==> config.mk <==
export PLATFORM = sky130hd
export DESIGN_NAME = memory_core
export DESIGN_NICKNAME = d
export VERILOG_FILES = /design/src/rtl/memory_core.sv
export SDC_FILE = /design/constraint.sdc
export NUM_CORES = 1
export LEC_CHECK = 0
export BUFFER_PORTS_ARGS = -buffer_cell sky130_fd_sc_hd__buf_2
export CORE_MARGIN = 10
export CORE_UTILIZATION = 60
export DETAILED_ROUTE_END_ITERATION = 8
export PLACE_DENSITY = 0.77
export REMOVE_ABC_BUFFERS = 1
export SETUP_SLACK_MARGIN = 0.1
export SYNTH_ARGS = -nofsm -noshare
export SYNTH_HDL_FRONTEND = slang
export SYNTH_SLANG_ARGS = --single-unit
==> constraint.sdc <==
create_clock -name clk -period 2.8 [get_ports clk]
set_input_delay 0.56 -clock clk [delete_from_list [all_inputs] [get_ports clk]]
set_output_delay 0.56 -clock clk [all_outputs]
set_load 0.005 [all_outputs]
==> src/rtl/memory_core.sv <==
// Single-port synchronous RAM: en=1 writes, en=0 reads with one-cycle latency.
// The read path and valid flag are registered, and reset clears every word.
module memory_core #(
   parameter int unsigned DATA_WIDTH = 32,
   parameter int unsigned ADDR_WIDTH = 4
) (
   input  logic                  clk,
   input  logic                  rst,
   input  logic                  en,
   input  logic [DATA_WIDTH-1:0] data_in,
   input  logic [ADDR_WIDTH-1:0] address,
   output logic [DATA_WIDTH-1:0] data_out,
   output logic                  valid_out
);

   localparam int Depth = 2 ** ADDR_WIDTH;

   logic [DATA_WIDTH-1:0] mem_q [Depth];
   logic [DATA_WIDTH-1:0] data_q, data_d;
   logic                  valid_q, valid_d;

   // Data holds across writes; only a read refreshes it.
   always_comb begin
      data_d  = data_q;
      valid_d = 1'b0;
      if (!en) begin
         data_d  = mem_q[address];
         valid_d = 1'b1;
      end
   end

   always_ff @(posedge clk) begin
      if (rst) begin
         data_q  <= '0;
         valid_q <= 1'b0;
      end else begin
         data_q  <= data_d;
         valid_q <= valid_d;
      end
   end

   // Storage is flop-based so that reset can clear all locations in one cycle.
   always_ff @(posedge clk) begin
      if (rst) begin
         for (int i = 0; i < Depth; i++) begin
            mem_q[i] <= '0;
         end
      end else if (en) begin
         mem_q[address] <= data_in;
      end
   end

   assign data_out  = data_q;
   assign valid_out = valid_q;

endmodule

## After elaboration in Yosys (flattened, before gate mapping)

Memories as Yosys holds them, arrays and structs flattened. A register that Yosys moved wholly into a read port is not among the register bits.
Cells that the tools add are included.

| storage, ports and cells | value |
|---|---|
| word-level logic and storage cells | 13 |
| memory bits (read-only) | 0 |
| memories | 1 |
| bits in writable memories | 512 |
| bits in latches | 0 |
| bits of input ports | 39 |
| register bits after elaboration | 1 |
| output and inout bits | 33 |

| cells by class | value |
|---|---|
| add/subtract/negate cells | 0 |
| order comparisons | 0 |
| muxes and demuxes | 9 |
| bitwise logic cells | 0 |
| multiply operators | 0 |
| eq/ne operators | 0 |
| reductions and logical operators | 2 |
| shift operators | 0 |
| div/mod/pow operators | 0 |

Memory list:

| memory | words | bits a word | rd ports | clocked after Yosys merged registers in | wr ports | RTL line | RTL |
|---|---|---|---|---|---|---|---|
| mem_q | 16 | 32 | 1 | 1 | 16 | 18 | `logic [DATA_WIDTH-1:0] mem_q [Depth];` |

Operators with widths:

| kind | count |
|---|---|
| $mux 32 | 1 |
| $reduce_or 32->1 | 1 |
| $mux 1 | 7 |
| $mux 4 | 1 |
| $logic_not 1->1 | 1 |

## Longest topological paths before layout

| depth | value |
|---|---|
| depth in word-level cells | 5 |
| mapped depth | 7 |
| gate-level depth less buffers | 4 |

## Least setup slack after synthesis

OpenSTA, ideal clock, no wires.

| timing path | value |
|---|---|
| kind | input port to flip-flop |
| from | input en |
| to | memory mem_q[0][0] (enable) |
| arrival time | 1935 ps |
| required time | 2425 ps |
| path buffers | 1 |
| stages | 5 |
| slack | 491 ps |
| setup time | 375 ps |
| path through | nor2b_1 -> buf_4 -> or3b_4 -> nor3_4 -> or2_2 |

RTL lines:

| what | RTL line | RTL |
|---|---|---|
| start: declaration | 9 | `input logic en,` |
| end: declaration | 18 |  |

## Worst setup path in the final report

| timing path | value |
|---|---|
| from | register data_q[22], in the netlist data_out[22] (read register of mem_q) |
| to | output data_out[22] |

RTL lines:

| what | RTL line | RTL |
|---|---|---|
| start: declaration | 19 | `logic [DATA_WIDTH-1:0] data_q, data_d;` |
| end: declaration | 12 | `output logic [DATA_WIDTH-1:0] data_out,` |

No word-level cell between the ends.

==> out/results.ini <==
[cells_and_area]
drive_above_1_share = 0.129
fin_nets = 1913
synthToLayoutAreaGrowth_pct = 11.6
fill_cells = 2767
mostFrequentLayoutCells = and2_1, edfxtp_1, mux2i_1

[critical_path]
end_kind = output pin
crit_required_ns = 2.24
critPathMaxFanout = 2
cp.arrival_ns = 1.18
critPathTopFamily = flip-flops
worstSetupPathType = reg -> out
crit_buf_inv = 1
cp-start-kind = flip-flop
max_stage_delay_ns = 0.42
worst_path_max_delay_cell = dfxtp_1
crit_chain = buf_2

[sta]
fin_tns_setup_ns = 0
slew_headroom = 0.513
rsz0062_at_grt = no
setup_viol_count_final = 0
hold_viol_final = 0
fmax_mhz = 573
worstMarginPinSlew_ns = 0.730
finalCritPeriodShare = 0.623
fin_crit_ns = 1.74
setup_ws_ns = 1.06
maxSlewViolCount = 0
finalClockSkew_ns = 0.0132

[route]
vias = 14867
firstDrtPassIters = 5
route.detailed.drc = 0
wl_per_cell_um = 25.5
via_per_inst = 6.08
antenna_left = 0
drt-total-wl_um = 62300
drt_iter0_markers = 1638

[clocking]
cts_buffer_depth = 3
cts_setup_buffers = 0
cts_buffers = 54
cts.htree.levels = 2
cts_root_buf = clkbuf_16
cts_tree = done
hold_buffers = 0
clkSinkCount = 545
clock_latency_ns = 0.60
clk_pin_slew_worst_paths_ns = 0.06
post_cts_resized = 0

[logic_synthesis]
syn_area_per_cell_sq_um = 13.3
synthMuxAreaShare = 0.105
synth_compound_area_frac = 0.0329
syn_inst = 1832
syn_area_sq_um = 24400
synth_fa_ha_area_frac = 0
yosys_warnings = 0
synth_simple_gate_area_share = 0.178
synth-xor-area-share = 0
ys_seq_elements = 545
synth_top_family_by_area = simple AND/OR/NAND/NOR gates
synth_cell_types = 24
seq_area_frac_synth = 0.658

[floorplanning]
start_util = 0.611
die_x_um = 222
rows = 73
coreArea_sq_um = 39900
die_area_sq_um = 49100
io_pins = 72
die_h_um = 222

[power_and_ir_drop]
p_per_area_nw_per_um2 = 652
clkPwrFrac = 0.391
p_comb_frac = 0.071
intPower_mw = 13.8
ir_drop_mv = 0.501
p_switching_mw = 3.96
p_seq_frac = 0.538
finalPower_mw = 17.7
p_leak_nw = 10.4
p_sw_frac = 0.224

[place]
dp_slack_ns = 0.495
io_buffers = 71
place.gp.congestion = 0.799
dp_hpwl_um = 34500

[flow_run]
maxCapViolations = 0

[grt]
grt.total_usage = 0.251
grt_first_pass_wirelength_um = 94700
grt-ovfl-total = 0
antenna_found_initial = 3
grt_max_degree = 90
grt_pass1_vias = 15186

[run_status]
status = finished clean

[hold_path]
hp-class = in -> reg

routing by layer:
layer,routed length (um),up-vias,GRT usage
li1,-,6586,-
met1,24900,7456,0.341
met2,30200,722,0.407
met3,5790,101,0.0467
met4,1380,2,0.0706
met5,10,-,0
stage by stage:
step / hold WS (ns) / util / cells / instance area [sq um]
5_1_grt: 0.226 / 0.681 / 2443 / 27200
6_report: 0.254 / 0.681 / 2444 / 27200
3_3_place_gp: 0.436 / 0.639 / 2343 / 25500
4_1_cts: 0.216 / 0.681 / 2443 / 27200
2_1_floorplan: 0.450 / - / 1680 / 23700
3_5_place_dp: 0.438 / 0.639 / 2343 / 25500
synthesized netlist by cell type:
master / n / area share
and2_1: 513 / 0.13
edfxtp_1: 512 / 0.63
mux2i_1: 256 / 0.11
clkbuf_1: 100 / 0.015
nand2_1: 97 / 0.015
nand3_1: 97 / 0.020
a21oi_1: 64 / 0.013
a22oi_1: 64 / 0.020
buf_2: 34 / 0.0070
dfxtp_1: 33 / 0.027
or2_2: 16 / 0.0041
clkbuf_2: 12 / 0.0025
nor2_1: 11 / 0.0017
buf_1: 5 / 0.00077
nor2_4: 3 / 0.0014
nor2b_1: 3 / 0.00077
nor3_1: 3 / 0.00062
nand2b_1: 2 / 0.00051
nand3b_1: 2 / 0.00062
buf_4: 1 / 0.00031
nor3_4: 1 / 0.00067
or3_1: 1 / 0.00026
or3b_2: 1 / 0.00036
or3b_4: 1 / 0.00046
path summary, 6_finish.rpt:
kind | endpoint | slack (ns) | startpoint | cells after the start
setup / recovery | data_out[22] | 1.06 | data_out[22] | 1
hold / removal | valid_out | 0.25 | en | 2
setup reg to reg | data_out[18] | 1.70 | mem_q[10][18] | 4
hold reg to reg | data_out[27] | 0.45 | data_out[27] | 2
state kept, by name, summed over array words and instances, names as in the netlist:
register   count
data_out      32
mem_q        512
valid_out      1
cell type report:
class,count,area (sq um),share of cell area
clock inverter,13,86.3,0.00318
multi-input combinational,1135,7770,0.286
clock buffer,87,1590,0.0584
sequential,545,16000,0.590
timing repair buffer,138,1040,0.0384
antenna,1,2.50,0.0000920
tap,525,657,0.0242
power groups by stage:
| stage | Clock (mW) | Sequential [mW] | Combinational (mW) |
|---|---|---|---|
| 6_report | 6.92 | 9.53 | 1.26 |
| 5_1_grt | 7.33 | 9.58 | 1.36 |
| 4_1_cts | 6.98 | 9.54 | 1.26 |
| 3_5_place_dp | 0 | 9.70 | 1.25 |
| 3_3_place_gp | 0 | 9.68 | 1.23 |
| 2_1_floorplan | 0 | 9.65 | 0.594 |
kinds of logic after synthesis:
| family | after synthesis |
|---|---|
| AND/OR/NAND/NOR | 751 |
| multiplexers | 256 |
| flip-flops | 545 |
| buffers and inverters | 152 |
| AO/OA/AOI/OAI | 128 |
(Power assumes the default switching activity.)
